[config.mk]
export PLATFORM = sky130hd
export DESIGN_NAME = paicore_loopback_mc
export DESIGN_NICKNAME = d
export VERILOG_FILES = /design/src/rtl/paicore_loopback_mc.sv
export SDC_FILE = /design/constraint.sdc
export NUM_CORES = 2
export LEC_CHECK = 0
export CORE_ASPECT_RATIO = 1.25
export CORE_MARGIN = 2
export CORE_UTILIZATION = 50
export DETAILED_ROUTE_END_ITERATION = 8
export GPL_ROUTABILITY_DRIVEN = 0
export PLACE_DENSITY = 0.69
export SLEW_MARGIN = 20
export SYNTH_ARGS = -nofsm -noshare
export SYNTH_HDL_FRONTEND = slang
export SYNTH_SLANG_ARGS = --single-unit
[constraint.sdc]
create_clock -name clk -period 11.1 [get_ports clk]
set_clock_uncertainty 0.05 [all_clocks]
set_input_delay 2.22 -clock clk [delete_from_list [all_inputs] [get_ports clk]]
set_output_delay 2.22 -clock clk [all_outputs]
set_load 0.1 [all_outputs]
[src/rtl/paicore_loopback_mc.sv]
// Multi-channel loopback: unpacks input beats into 32-bit words, spreads them round-robin over
// per-channel FIFOs, collects them in the same order and repacks. Optional stats: PAICORE_LOOPBACK_STATS_EN.
module paicore_loopback_mc #(
  parameter int CHANNEL    = 4,
  parameter int DATA_WIDTH = 64,
  parameter int FIFO_DEPTH = 16
) (
  input  logic                    clk,
  input  logic                    rst,
  input  logic                    start,
  input  logic [CHANNEL-1:0]      oen,
  input  logic                    single_channel,
  input  logic [CHANNEL-1:0]      single_channel_mask,
  input  logic [31:0]             send_len,
  input  logic [31:0]             frame_num_max,
  output logic                    s_axis_tready,
  input  logic [DATA_WIDTH-1:0]   s_axis_tdata,
  input  logic                    s_axis_tlast,
  input  logic                    s_axis_tvalid,
  input  logic                    m_axis_tready,
  output logic [DATA_WIDTH-1:0]   m_axis_tdata,
  output logic                    m_axis_tlast,
  output logic                    m_axis_tvalid,
  output logic                    o_busy,
  output logic                    o_tx_done,
  output logic                    o_rx_done
`ifdef PAICORE_LOOPBACK_STATS_EN
  ,
  output logic [31:0]             o_drop_cnt,
  output logic [CHANNEL*16-1:0]   o_ch_words
`endif
);

  localparam int W   = DATA_WIDTH / 32;
  localparam int AW  = $clog2(FIFO_DEPTH);
  localparam int CHW = (CHANNEL > 1) ? $clog2(CHANNEL) : 1;
  localparam int KW  = (W > 1) ? $clog2(W) : 1;
  localparam int FW  = $clog2(W + 1);
  localparam int CW  = 40;  // word counters: send_len * W can exceed 32 bits
  localparam logic [AW:0] DEPTH_V = (AW + 1)'(FIFO_DEPTH);

  typedef enum logic [1:0] {IDLE, RUN, DRAIN, DONE} state_t;

  state_t                  state;
  logic [CHANNEL-1:0]      mask_q;
  logic [31:0]             send_len_q, fnm_q, acc_cnt;
  logic [CW-1:0]           pop_cnt;
  logic [DATA_WIDTH-1:0]   unpack_data;
  logic                    unpack_valid;
  logic [KW-1:0]           unpack_idx;
  logic [CHW-1:0]          disp_ch, col_ch;
  logic [31:0]             mem [CHANNEL][FIFO_DEPTH];
  logic [AW:0]             wr_ptr [CHANNEL];
  logic [AW:0]             rd_ptr [CHANNEL];
  logic [FW-1:0]           fill;

  logic                    unused;
  assign unused = s_axis_tlast;

  // Next active channel strictly after cur, wrapping; the start pointer is found from CHANNEL-1.
  function automatic logic [CHW-1:0] next_ch(input logic [CHW-1:0] cur, input logic [CHANNEL-1:0] mask);
    logic [CHW-1:0] res;
    logic           found;
    int             idx;
    res   = cur;
    found = 1'b0;
    for (int i = 1; i <= CHANNEL; i++) begin
      idx = (int'(cur) + i) % CHANNEL;
      if (!found && mask[idx]) begin
        res   = CHW'(idx);
        found = 1'b1;
      end
    end
    return res;
  endfunction

  logic [CHANNEL-1:0]    sel_mask, fifo_empty, fifo_full;
  logic                  start_take, accept, active, limited, pop, push, pack;
  logic                  hit_limit, is_last_in, all_empty, drain_done, hs;
  logic [CW-1:0]         word_no, total_words;
  logic [31:0]           pop_word, push_word;
  logic [DATA_WIDTH-1:0] data_n;
  logic [FW-1:0]         fill_n;
  logic                  valid_n, last_n;

  assign sel_mask      = single_channel ? single_channel_mask : oen;
  assign start_take    = (state == IDLE) && start && (sel_mask != '0);
  assign s_axis_tready = (state == RUN) && !unpack_valid && (acc_cnt < send_len_q);
  assign accept        = s_axis_tready && s_axis_tvalid;
  assign active        = (state == RUN) || (state == DRAIN);

  always_comb begin
    for (int c = 0; c < CHANNEL; c++) begin
      fifo_empty[c] = (wr_ptr[c] == rd_ptr[c]);
      fifo_full[c]  = ((wr_ptr[c] - rd_ptr[c]) == DEPTH_V);
    end
  end
  assign all_empty = &fifo_empty;

  // Past the frame limit the collector discards, so it no longer waits on the output register.
  assign limited     = (fnm_q != '0) && (pop_cnt >= CW'(fnm_q));
  assign pop         = active && !fifo_empty[col_ch] && (limited || !(m_axis_tvalid && !m_axis_tready));
  assign pop_word    = mem[col_ch][rd_ptr[col_ch][AW-1:0]];
  assign word_no     = pop_cnt + CW'(1);
  assign total_words = CW'(send_len_q) * CW'(W);
  assign hit_limit   = (fnm_q != '0) && (word_no == CW'(fnm_q));
  assign is_last_in  = (word_no == total_words);
  assign pack        = pop && !limited;
  assign push        = unpack_valid && (!fifo_full[disp_ch] || (pop && (col_ch == disp_ch)));
  assign push_word   = unpack_data[32*unpack_idx +: 32];
  assign drain_done  = (state == DRAIN) && !unpack_valid && all_empty && !m_axis_tvalid && (fill == '0);

  // NOTE: every variable gets a default before the conditional updates, so no latch is inferred.
  always_comb begin
    hs      = m_axis_tvalid && m_axis_tready;
    data_n  = hs ? '0 : m_axis_tdata;
    fill_n  = fill;
    valid_n = m_axis_tvalid && !hs;
    last_n  = m_axis_tlast && !hs;
    if (pack) begin
      data_n[32*fill +: 32] = pop_word;
      fill_n = fill + 1'b1;
      if (fill_n == FW'(W) || hit_limit || is_last_in) begin
        valid_n = 1'b1;
        last_n  = hit_limit || ((fnm_q == '0) && is_last_in);
        fill_n  = '0;
      end
    end
  end

  // NOTE: sequential state uses non-blocking assignments only; later assignments in a cycle win.
  always_ff @(posedge clk or posedge rst) begin
    if (rst) begin
      state        <= IDLE;
      o_busy       <= 1'b0;
      o_tx_done    <= 1'b0;
      o_rx_done    <= 1'b0;
      mask_q       <= '0;
      send_len_q   <= '0;
      fnm_q        <= '0;
      acc_cnt      <= '0;
      pop_cnt      <= '0;
      unpack_data  <= '0;
      unpack_valid <= 1'b0;
      unpack_idx   <= '0;
      disp_ch      <= '0;
      col_ch       <= '0;
    end else begin
      o_tx_done <= 1'b0;
      o_rx_done <= 1'b0;
      case (state)
        IDLE: if (start_take) begin
          state      <= RUN;
          o_busy     <= 1'b1;
          mask_q     <= sel_mask;
          send_len_q <= send_len;
          fnm_q      <= frame_num_max;
          acc_cnt    <= '0;
          pop_cnt    <= '0;
          disp_ch    <= next_ch(CHW'(CHANNEL - 1), sel_mask);
          col_ch     <= next_ch(CHW'(CHANNEL - 1), sel_mask);
          o_tx_done  <= (send_len == '0);
        end
        RUN: begin
          if (send_len_q == '0) begin
            state <= DRAIN;
          end else if (accept && (acc_cnt + 32'd1 == send_len_q)) begin
            state     <= DRAIN;
            o_tx_done <= 1'b1;
          end
        end
        DRAIN: if (drain_done) begin
          state     <= DONE;
          o_busy    <= 1'b0;
          o_rx_done <= 1'b1;
        end
        default: state <= IDLE;
      endcase

      if (accept) begin
        unpack_data  <= s_axis_tdata;
        unpack_valid <= 1'b1;
        unpack_idx   <= '0;
        acc_cnt      <= acc_cnt + 32'd1;
      end else if (push) begin
        if (unpack_idx == KW'(W - 1)) begin
          unpack_valid <= 1'b0;
          unpack_idx   <= '0;
        end else begin
          unpack_idx <= unpack_idx + 1'b1;
        end
        disp_ch <= next_ch(disp_ch, mask_q);
      end

      if (pop) begin
        col_ch  <= next_ch(col_ch, mask_q);
        pop_cnt <= pop_cnt + CW'(1);
      end
    end
  end

  always_ff @(posedge clk or posedge rst) begin
    if (rst) begin
      for (int c = 0; c < CHANNEL; c++) begin
        wr_ptr[c] <= '0;
        rd_ptr[c] <= '0;
      end
    end else begin
      if (push) wr_ptr[disp_ch] <= wr_ptr[disp_ch] + 1'b1;
      if (pop)  rd_ptr[col_ch]  <= rd_ptr[col_ch] + 1'b1;
    end
  end

  // NOTE: storage is not reset; emptiness is defined by the pointers alone.
  always_ff @(posedge clk) begin
    if (push) mem[disp_ch][wr_ptr[disp_ch][AW-1:0]] <= push_word;
  end

  always_ff @(posedge clk or posedge rst) begin
    if (rst) begin
      m_axis_tdata  <= '0;
      m_axis_tlast  <= 1'b0;
      m_axis_tvalid <= 1'b0;
      fill          <= '0;
    end else begin
      m_axis_tdata  <= data_n;
      m_axis_tlast  <= last_n;
      m_axis_tvalid <= valid_n;
      fill          <= fill_n;
    end
  end

`ifdef PAICORE_LOOPBACK_STATS_EN
  always_ff @(posedge clk or posedge rst) begin
    if (rst) begin
      o_drop_cnt <= '0;
      o_ch_words <= '0;
    end else if (start_take) begin
      o_drop_cnt <= '0;
      o_ch_words <= '0;
    end else begin
      if (pop && limited) o_drop_cnt <= o_drop_cnt + 32'd1;
      if (push && (o_ch_words[16*disp_ch +: 16] != 16'hFFFF))
        o_ch_words[16*disp_ch +: 16] <= o_ch_words[16*disp_ch +: 16] + 16'd1;
    end
  end
`endif

endmodule

==> results.md <==
* Status: complete, but fails checks
* Rel. slew slack at 18.2%
* DR iter-0 viols at 5778
* Inserted Clock Buffers at 215
* CP endpoint kind: primary output
* Die area at 0.199 mm2
* Worst hold slack at 423 ps
* FMAX at 0.142 GHz
* Post-CTS Setup Repair Bufs at 0
* DR vias at 52300
* DIE WIDTH at 399 um
* Ys flop type: edfxtp_1
* Setup-failing EPs final at 0
* Vias in the first global route at 53000
* Clk root buf: clkbuf_16
* Max Root-Sink Buffers at 3
* Placement Setup Slack at 4420 ps
* Die H at 498 um
* Drt pass-1 iters at 8
* Cell variety after synth at 80
* Worst Path Required at 8830 ps
* Static leakage at 37.3 nW
* Gate Count Post-Synth at 5270
* Port bufs at 211
* Starting density of the core at 50.3%
* Area after DPL at 0.104 mm2
* Drt drc at 1
* DRT Wirelength at 255000 um
* Critical Path Start Type: flop
* Initial antenna violation count at 5
* Fin. Hold Viols at 0
* First-pass GRT wire length at 368000 um
* # nets final at 5795
* H-tree Lvls at 4
* Grt ovf at 0
* Largest net degree at the start of global routing at 146
* Worst-path fanout max at 8
* Pwr dens at 295 mW/mm2
* # rows at 181
* Via density at 6.30
* Period utilization at 63.5%
* Critical path class: flop to primary output
* Worst-path clk slew at 70 ps
* Hold buffers post-CTS at 0
* Layout area overhead at 13.1%
* Tmin final at 7050 ps
* Routed len/inst at 30.8 um
* Syn avg cell area at 18.5 um2
* Peak VDD IR at 0.237 mV
* Failing checks: design-rule violations
* Post-synthesis sequential area ratio at 71.2%
* # resized after CTS at 0
* Unrepaired setup endpoints after global routing: false
* Post-route ant nets at 0
* Max-cap violation count at 0
* Finished Cell Area at 0.110 mm2
* Number of slew-limit violations in the final report at 0
* Worst path arrival time at 4780 ps
* Synthesized cell area at 0.0977 mm2
* Synth Register Bits at 2371
* Num ports at 213
* Top-area cell type share of the netlist area at 62.9%
* Synth top area cells: edfxtp_1, mux4_2, dfrtp_1, nand2_1, ha_1
* Core area at 0.194 mm2
* YS warnings at 0
* Synthesized net count at 5516
* Worst-Skew Late Latency at 870 ps
* Fin worst setup slack at 4050 ps
* GRT Overall Usage at 25.8%
* Post-DP HPWL at 147000 um
* Clock Sinks at 2371
* CTS tree: yes
* Actual slew at the worst max-slew pin at 1220 ps
* Post-synthesis async set-or-reset flop share at 13.6%
* Number of synthesized flops with an enable pin at 2048
* Layout cells sized above 1 at 23.4%
* Path category of the worst min-delay check: flop to flop
* Final setup TNS at 0 ps
* Post-synth top area cell: edfxtp_1
-- state kept, by name (all words and copies together) (netlist names), 4 cells and up --
signal	flops
rd_ptr	20
fnm_q	32
unpack_data	64
mem	2048
m_axis_tdata	64
pop_cnt	40
wr_ptr	20
send_len_q	32
mask_q	4
acc_cnt	32
-- power by group --
part	switching, mW	total [mW]	internal (mW)
logic	8.18	12.7	4.54
clock network	3.27	7.35	4.08
registers	0.726	12.6	11.9
total	12.2	32.6	20.5
-- placed cells by master (no fill, tap or decap), types with 99 or more instances in the layout --
cell,Yosys,routed
dfrtp_1,323,320
edfxtp_1,2048,2048
nor2_1,182,116
buf_4,8,146
o21ai_0,135,134
a21oi_1,157,157
nand2_1,419,416
xnor2_1,99,99
mux4_2,654,651
inv_1,126,124
clkbuf_16,0,219
clkdlybuf4s50_1,0,201
ha_1,103,103
mux2_2,114,114
-- per-layer routing --
layer	up-vias	global-route usage (%)	wire, um
met5	-	0	0
met4	0	10.0	10900
met3	552	4.59	21000
met2	2517	43.1	128000
met1	27500	33.7	94900
li1	21700	-	-
-- cell usage after synthesis (22+ instances only) --
library cell	n
xor2_1	44
o21ai_0	135
nor4_1	39
edfxtp_1	2048
mux4_2	654
a21oi_1	157
dfrtp_1	323
nand4_1	58
nand3_1	62
mux2_2	114
clkbuf_1	214
xnor2_1	99
a22o_1	68
nor2_1	182
nor2b_1	28
ha_1	103
nor3_1	33
nand2_1	419
inv_1	126
buf_1	50
o31ai_1	44
buf_2	22
-- cell type report --
cell class	count	area, um2
Clock inverter	121	1150
Multi-Input combinational cell	2475	27000
Tap cell	2562	3210
Sequential cell	2371	69600
Clock buffer	277	5790
Antenna cell	2	5.00
Inverter	126	478
Fill cell	14400	83800
Timing Repair Buffer	360	3240
-- metrics by stage --
step / power [mW] / utilization [%] / instances
6_report: 32.6 / 56.9 / 8294
5_1_grt: 33.8 / 56.9 / 8294
4_1_cts: 32.8 / 56.9 / 8292
3_5_place_dp: 25.4 / 53.3 / 7894
3_3_place_gp: 25.2 / 53.3 / 7894
2_1_floorplan: 20.6 / - / 5270
-- path summary, 6_finish.rpt --
| check | start | to | slack (ps) | cells past startpoint |
|---|---|---|---|---|
| max | send_len_q[25] | s_axis_tready | 4050 | 9 |
| min | unpack_data[55] | unpack_data[55] | 420 | 2 |
| max reg2reg | col_ch[0] | m_axis_tdata[7] | 4640 | 10 |
| min reg2reg | unpack_data[55] | unpack_data[55] | 420 | 2 |
| max in group asynchronous | rst | m_axis_tdata[30] | 7710 | 4 |
| min in group asynchronous | rst | rd_ptr[9] | 1820 | 3 |
-- critical path: stages, from the launching register on --
cell and delay (ps):
dfrtp_1 670, inv_1 150, ha_1 350, a21oi_1 150, nor2_1 60, a2111oi_0 480
o21bai_1 110, a31oi_1 490, and2_1 300, clkdlybuf4s50_1 1160
-- logic make-up (layout without fill, tap and decap cells) --
logic type,after synthesis,in the layout,synth area share (%)
AOI/OAI and AO/OA,537,537,3.55
xor gates and xnor gates,145,145,1.33
adders and majority gates,103,103,1.32
buffers and inverters,424,884,1.71
DFF,2371,2371,71.2
muxes,785,785,16.6
other,0,2,0
and+or+nand+nor,905,905,4.33
Note: power is estimated with default switching activity, not from simulation.
